### config.mk
export PLATFORM = sky130hd
export DESIGN_NAME = top_level
export DESIGN_NICKNAME = d
export VERILOG_FILES = /design/src/rtl/top_level.sv
export SDC_FILE = /design/constraint.sdc
export NUM_CORES = 1
export LEC_CHECK = 0
export BUFFER_PORTS_ARGS = -buffer_cell sky130_fd_sc_hd__buf_2
export CORE_UTILIZATION = 60
export CTS_BUF_LIST = sky130_fd_sc_hd__clkbuf_4 sky130_fd_sc_hd__clkbuf_8 sky130_fd_sc_hd__clkbuf_16
export DETAILED_ROUTE_END_ITERATION = 16
export HOLD_SLACK_MARGIN = 0.05
export PLACE_DENSITY = 0.78
export SLEW_MARGIN = 20
export SYNTH_ARGS = -nofsm -noshare
export SYNTH_HDL_FRONTEND = slang
export SYNTH_SLANG_ARGS = --single-unit
### constraint.sdc
create_clock -name CLK -period 5.9 [get_ports CLK]
set_input_delay 0.295 -clock CLK [delete_from_list [all_inputs] [get_ports CLK]]
set_output_delay 0.295 -clock CLK [all_outputs]
set_load 0.02 [all_outputs]
### src/rtl/top_level.sv
// 5-p-bit Boltzmann network wired as an invertible full adder.
// out[0]=A, out[1]=B, out[2]=Cin, out[3]=S, out[4]=Cout; bit value 1 means spin +1.
// P-bits are Gibbs-updated one at a time, in order 0..4. Each update takes
// three phases (FIELD, ACT, WRITE), so one full sweep takes 15 cycles.
// The random source is a 16-bit Fibonacci LFSR (x^16+x^14+x^13+x^11+1).
// Optional feature: define PBIT_CLAMP_EN to add clamp_en/clamp_val inputs that
// pin selected p-bits to fixed values at their WRITE phase.
module top_level #(
    parameter logic [15:0] LFSR_SEED = 16'hACE1
) (
    input  logic       CLK,
    input  logic       RST,
`ifdef PBIT_CLAMP_EN
    input  logic [4:0] clamp_en,
    input  logic [4:0] clamp_val,
`endif
    output logic [4:0] out
);

    localparam logic [1:0] PH_FIELD = 2'd0;
    localparam logic [1:0] PH_ACT   = 2'd1;
    localparam logic [1:0] PH_WRITE = 2'd2;

    logic [1:0]        phase;
    logic [2:0]        idx;
    logic [15:0]       lfsr;
    logic              lfsr_fb;
    logic signed [4:0] field_p0;
    logic signed [9:0] act_p1;
    logic              next_bit;

    // Symmetric coupling J[i][j] with zero diagonal; zero bias.
    function automatic logic signed [2:0] coupling(input logic [2:0] i, input logic [2:0] j);
        logic signed [2:0] w;
        w = 3'sd0;
        case ({i, j})
            {3'd0, 3'd1}, {3'd0, 3'd2}, {3'd1, 3'd0},
            {3'd1, 3'd2}, {3'd2, 3'd0}, {3'd2, 3'd1}: w = -3'sd1;
            {3'd0, 3'd3}, {3'd1, 3'd3}, {3'd2, 3'd3},
            {3'd3, 3'd0}, {3'd3, 3'd1}, {3'd3, 3'd2}: w = 3'sd1;
            {3'd0, 3'd4}, {3'd1, 3'd4}, {3'd2, 3'd4},
            {3'd4, 3'd0}, {3'd4, 3'd1}, {3'd4, 3'd2}: w = 3'sd2;
            {3'd3, 3'd4}, {3'd4, 3'd3}:               w = -3'sd2;
            default:                                  w = 3'sd0;
        endcase
        return w;
    endfunction

    // Local field I_i = sum_j J[i][j]*m_j, range [-8, 8].
    function automatic logic signed [4:0] local_field(input logic [2:0] i, input logic [4:0] s);
        logic signed [4:0] acc;
        logic signed [2:0] w;
        logic signed [4:0] w5;
        acc = 5'sd0;
        for (int j = 0; j < 5; j++) begin
            w  = coupling(i, 3'(j));
            w5 = {{2{w[2]}}, w};
            if (s[j]) acc = acc + w5;
            else      acc = acc - w5;
        end
        return acc;
    endfunction

    // Threshold T = sign(I) * round(127*tanh(|I|/2)), signed 8-bit.
    function automatic logic signed [7:0] activation(input logic signed [4:0] f);
        logic signed [4:0] a;
        logic signed [7:0] t;
        a = f[4] ? -f : f;
        case (a)
            5'sd0:   t = 8'sd0;
            5'sd1:   t = 8'sd59;
            5'sd2:   t = 8'sd97;
            5'sd3:   t = 8'sd115;
            5'sd4:   t = 8'sd122;
            5'sd5:   t = 8'sd125;
            5'sd6:   t = 8'sd126;
            default: t = 8'sd127;
        endcase
        return f[4] ? -t : t;
    endfunction

    // T + r at 10-bit signed width so the sum never wraps.
    function automatic logic signed [9:0] sample_sum(input logic signed [7:0] t, input logic [7:0] r);
        logic signed [9:0] t10;
        logic signed [9:0] r10;
        t10 = {{2{t[7]}}, t};
        r10 = {{2{r[7]}}, r};
        return t10 + r10;
    endfunction

    assign lfsr_fb = lfsr[0] ^ lfsr[2] ^ lfsr[3] ^ lfsr[5];

    // LFSR advances every clock; reload the seed on reset.
    always_ff @(posedge CLK) begin
        if (RST) lfsr <= LFSR_SEED;
        else     lfsr <= {lfsr_fb, lfsr[15:1]};
    end

    // Value written at WRITE: sampled spin, or the clamp value when pinned.
    always_comb begin
        next_bit = (act_p1 >= 10'sd0);
`ifdef PBIT_CLAMP_EN
        if (clamp_en[idx]) next_bit = clamp_val[idx];
`endif
    end

    // Phase sequencer and spin register; reset aborts any update in flight.
    always_ff @(posedge CLK) begin
        if (RST) begin
            phase <= PH_FIELD;
            idx   <= 3'd0;
            out   <= 5'b00000;
        end else begin
            case (phase)
                PH_FIELD: phase <= PH_ACT;
                PH_ACT:   phase <= PH_WRITE;
                PH_WRITE: begin
                    out[idx] <= next_bit;
                    idx      <= (idx == 3'd4) ? 3'd0 : idx + 3'd1;
                    phase    <= PH_FIELD;
                end
                default:  phase <= PH_FIELD;
            endcase
        end
    end

    // Datapath: field register at FIELD, threshold-plus-noise register at ACT.
    always_ff @(posedge CLK) begin
        // stage p0: local field of the selected p-bit
        if (phase == PH_FIELD) field_p0 <= local_field(idx, out);
        // stage p1: activation threshold plus the current LFSR byte
        if (phase == PH_ACT)   act_p1   <= sample_sum(activation(field_p0), lfsr[7:0]);
    end

endmodule

==> impl_results.md <==
- Crit Path Category: reg2reg
- GP Congestion: 0.8223
- Largest net degree at the start of global routing: 27
- Fin crit share: 0.9225
- Switching pwr: between 0.4 and 0.5 mW
- Clock skew: 0.003230 ns
- Setup Viol. Count Final: 0
- Prevailing post-synth register cell: dfxtp_1
- Mapped Nets: between 300 and 400
- Worst R2R Path Depth: 22
- Wire length per cell: roughly 13 um
- Data arrival, critical path: roughly 5.5 ns
- Total GRT Usage: 0.2210
- Postcts setup bufs: 0
- Mapped Cells: 280
- Clock Sinks: 32
- Count of final max-slew check failures: 0
- Crit path required time: slightly below 6 ns
- Clock tree buffer depth: 2
- Area delta synth->final: 4.825%
- # rows: 22
- CP Capture Type: register
- Core area: ~3800 sq um
- Worst hold slack: a little over 0.4 ns
- CP Launch Type: register
- FMAX: approximately 180 MHz
- Vias in the first global route: roughly 1700
- Post-Synthesis Cell Area: between 2000 and 2500 sq um
- Area leader, netlist: dfxtp_1
- Final layout net count: 320
- Via density: between 5 and 6
- Status: finished, final reports clean
- Initial antenna violation count: 0
- Drc violations: 0
- Cell Int Power: a little over 0.7 mW
- Post-CTS Resized: 0
- Synth warn: 0
- Ports: 7
- PwrDens: roughly 450 nW/um^2
- H-tree depth: 2
- Post-cts hold buffer count: 0
- Die width: 66.08 um
- Reg2reg setup slack: 0.46 ns
- Worst Hold Path Cells: 1
- Hold path startpoint: lfsr[8]
- Via Count: 1808
- Final hold viol count: 0
- Flop pwr share: 0.284
- Fin area: roughly 2600 sq um
- Total negative slack: 0 ns
- Hold endpoint: lfsr[7]
- Share of the synthesized area in the top cell type: 0.2113
- P_leak: roughly 1.2 nW
- Synth top cells by count: ha_1, inv_1, dfxtp_1
- Layout cells sized above 1: 0.09964
- Sequential element share of the synthesized area: 0.2844
- Worst-path maximum fanout: 10
- Worst skew pair latency: roughly 0.27 ns
- Register bit count reported by yosys: 32
- Relative slew margins: 0.6612
- Clock Tree Root: clkbuf_8
- Count leader, synth: ha_1
- Cts bufs inserted: 5
- Ys async rst share: 0
- Pre-antenna DRT Iters: 4
- DRT iter0 DRCs: a little over 100
- Initial core utilization: 0.6486
- Placed cell area: around 2500 sq um
- Worst Max-Slew Pin Slew: approximately 0.51 ns
- Combinational share of power: 0.568
- Height of the die: 66.08 um
- Max-cap violation count: 0
- DRT antenna net count: 0
- Syn Area/Cell: a little under 9 sq um
- Die ar.: around 4400 sq um
- Finished Layout Cells: around 330
- Hold Crit Class: reg2reg
- RSZ-0062 raised after global routing: no
- R2r endpoint: field_p0[4]
- VDD IR max: approximately 230 uV
- Post-route minimum period: 5.443 ns
- R2R Path Start: idx[0]
- Clock transition at path regs: around 0.07 ns
- Dpl cells: roughly 320
- Synth top area cells: dfxtp_1, ha_1, edfxtp_1
- Clock power share: 0.147
- Post-synth EDFFs: 6
- First-pass GRT wire length: between 7000 and 8000 um
- CTS tree: yes
- Switching Share: 0.3829
- Yosys cell types: 43
- GR Overflow Total: 0
- Antenna Cells: 0
- Port-buffer cells: 6
- Final wirelength: 4259 um
- HPWL Detailed: between 3000 and 4000 um
==> per-stage QoR <==
step             util  setup slack [ns]  power (mW)
2_1_floorplan       -            0.6273      0.8898
3_3_place_gp   0.6555            0.6132      0.9704
3_5_place_dp   0.6555            0.4329      0.9989
4_1_cts        0.6798            0.4334       1.171
5_1_grt        0.6798            0.1350       1.267
6_report       0.6798            0.4571       1.159
==> sequential cells by signal (all words and copies together) (netlist names) <==
signal	flops
act_p1	1
lfsr	16
idx	3
out	5
field_p0	5
phase	2
==> layout by cell type (no fill, tap or decap), drive strengths merged, types with 5 or more instances in the layout <==
master | synthesis | final
fa | 5 | 5
a21o | 12 | 12
edfxtp | 6 | 6
nor4 | 6 | 6
nand2 | 11 | 11
nor2b | 13 | 13
dfxtp | 26 | 26
mux2i | 6 | 6
nor2 | 25 | 25
ha | 33 | 33
a211oi | 5 | 5
buf | 6 | 7
or2 | 8 | 8
a21oi | 21 | 21
xnor2 | 14 | 14
nor3 | 8 | 8
clkbuf | 8 | 6
inv | 27 | 27
o21ai | 10 | 10
xor2 | 5 | 5
==> power by group through the flow <==
stage / Combinational (mW) / Clock [mW] / Sequential, mW
3_5_place_dp: 0.666 / 0 / 0.333
2_1_floorplan: 0.591 / 0 / 0.299
5_1_grt: 0.750 / 0.183 / 0.334
4_1_cts: 0.668 / 0.174 / 0.329
6_report: 0.659 / 0.171 / 0.329
3_3_place_gp: 0.637 / 0 / 0.333
==> cell type report <==
class | instances | area (sq um)
multi-input cells | 206 | 1587
fillers | 322 | 1216
flip-flops and latches | 32 | 700.7
inverters | 28 | 105.1
clock buffers | 6 | 82.58
well taps | 48 | 60.06
repair buffers | 7 | 37.54
clock inverters | 2 | 10.01
==> worst max path at each step <==
| stage | start | cells after the start | end | slack (ns) |
|---|---|---|---|---|
| finish | idx[0] | 22 | field_p0[4] | 0.46 |
| global route | idx[1] | 22 | field_p0[4] | 0.14 |
| CTS | idx[0] | 22 | field_p0[4] | 0.43 |
| detailed placement | idx[0] | 22 | field_p0[4] | 0.43 |
| global placement | idx[0] | 22 | field_p0[4] | 0.61 |
| floorplan | idx[0] | 24 | field_p0[4] | 0.63 |
==> logic make-up (layout without fill, tap and decap cells) <==
group	count (synthesis)	after routing	share of synthesized area
compound gates	61	61	0.1610
buf+inv	42	43	0.07161
mux	6	6	0.02438
flops	32	32	0.2844
simple gates	81	81	0.1707
xor+xnor	20	20	0.07974
fa+ha+maj	38	38	0.2082
==> worst max-delay path, stage by stage, from the launching register on <==
cell and delay (ns):
dfxtp_1 0.50, ha_1 0.22, ha_1 0.33, nand2_1 0.11, a21oi_1 0.15, a21o_1 0.12, inv_1 0.05, ha_1 0.28
nor2_1 0.08, a21oi_1 0.07, fa_1 0.56, inv_1 0.06, fa_1 0.50, inv_1 0.07, fa_1 0.42, xor2_1 0.22
ha_1 0.26, a21o_1 0.17, a21oi_1 0.16, xnor2_1 0.15, xnor2_1 0.14, xnor3_1 0.42, xnor2_1 0.13
==> layer usage <==
metal  vias to the layer above  GRT usage  wire [um]
li1                        958          -          -
met1                       824     0.3019       2169
met2                        21     0.3495       1926
met3                         5    0.04655        126
met4                         0    0.06383         36
met5                         -          0          0
(Power assumes the default switching activity.)
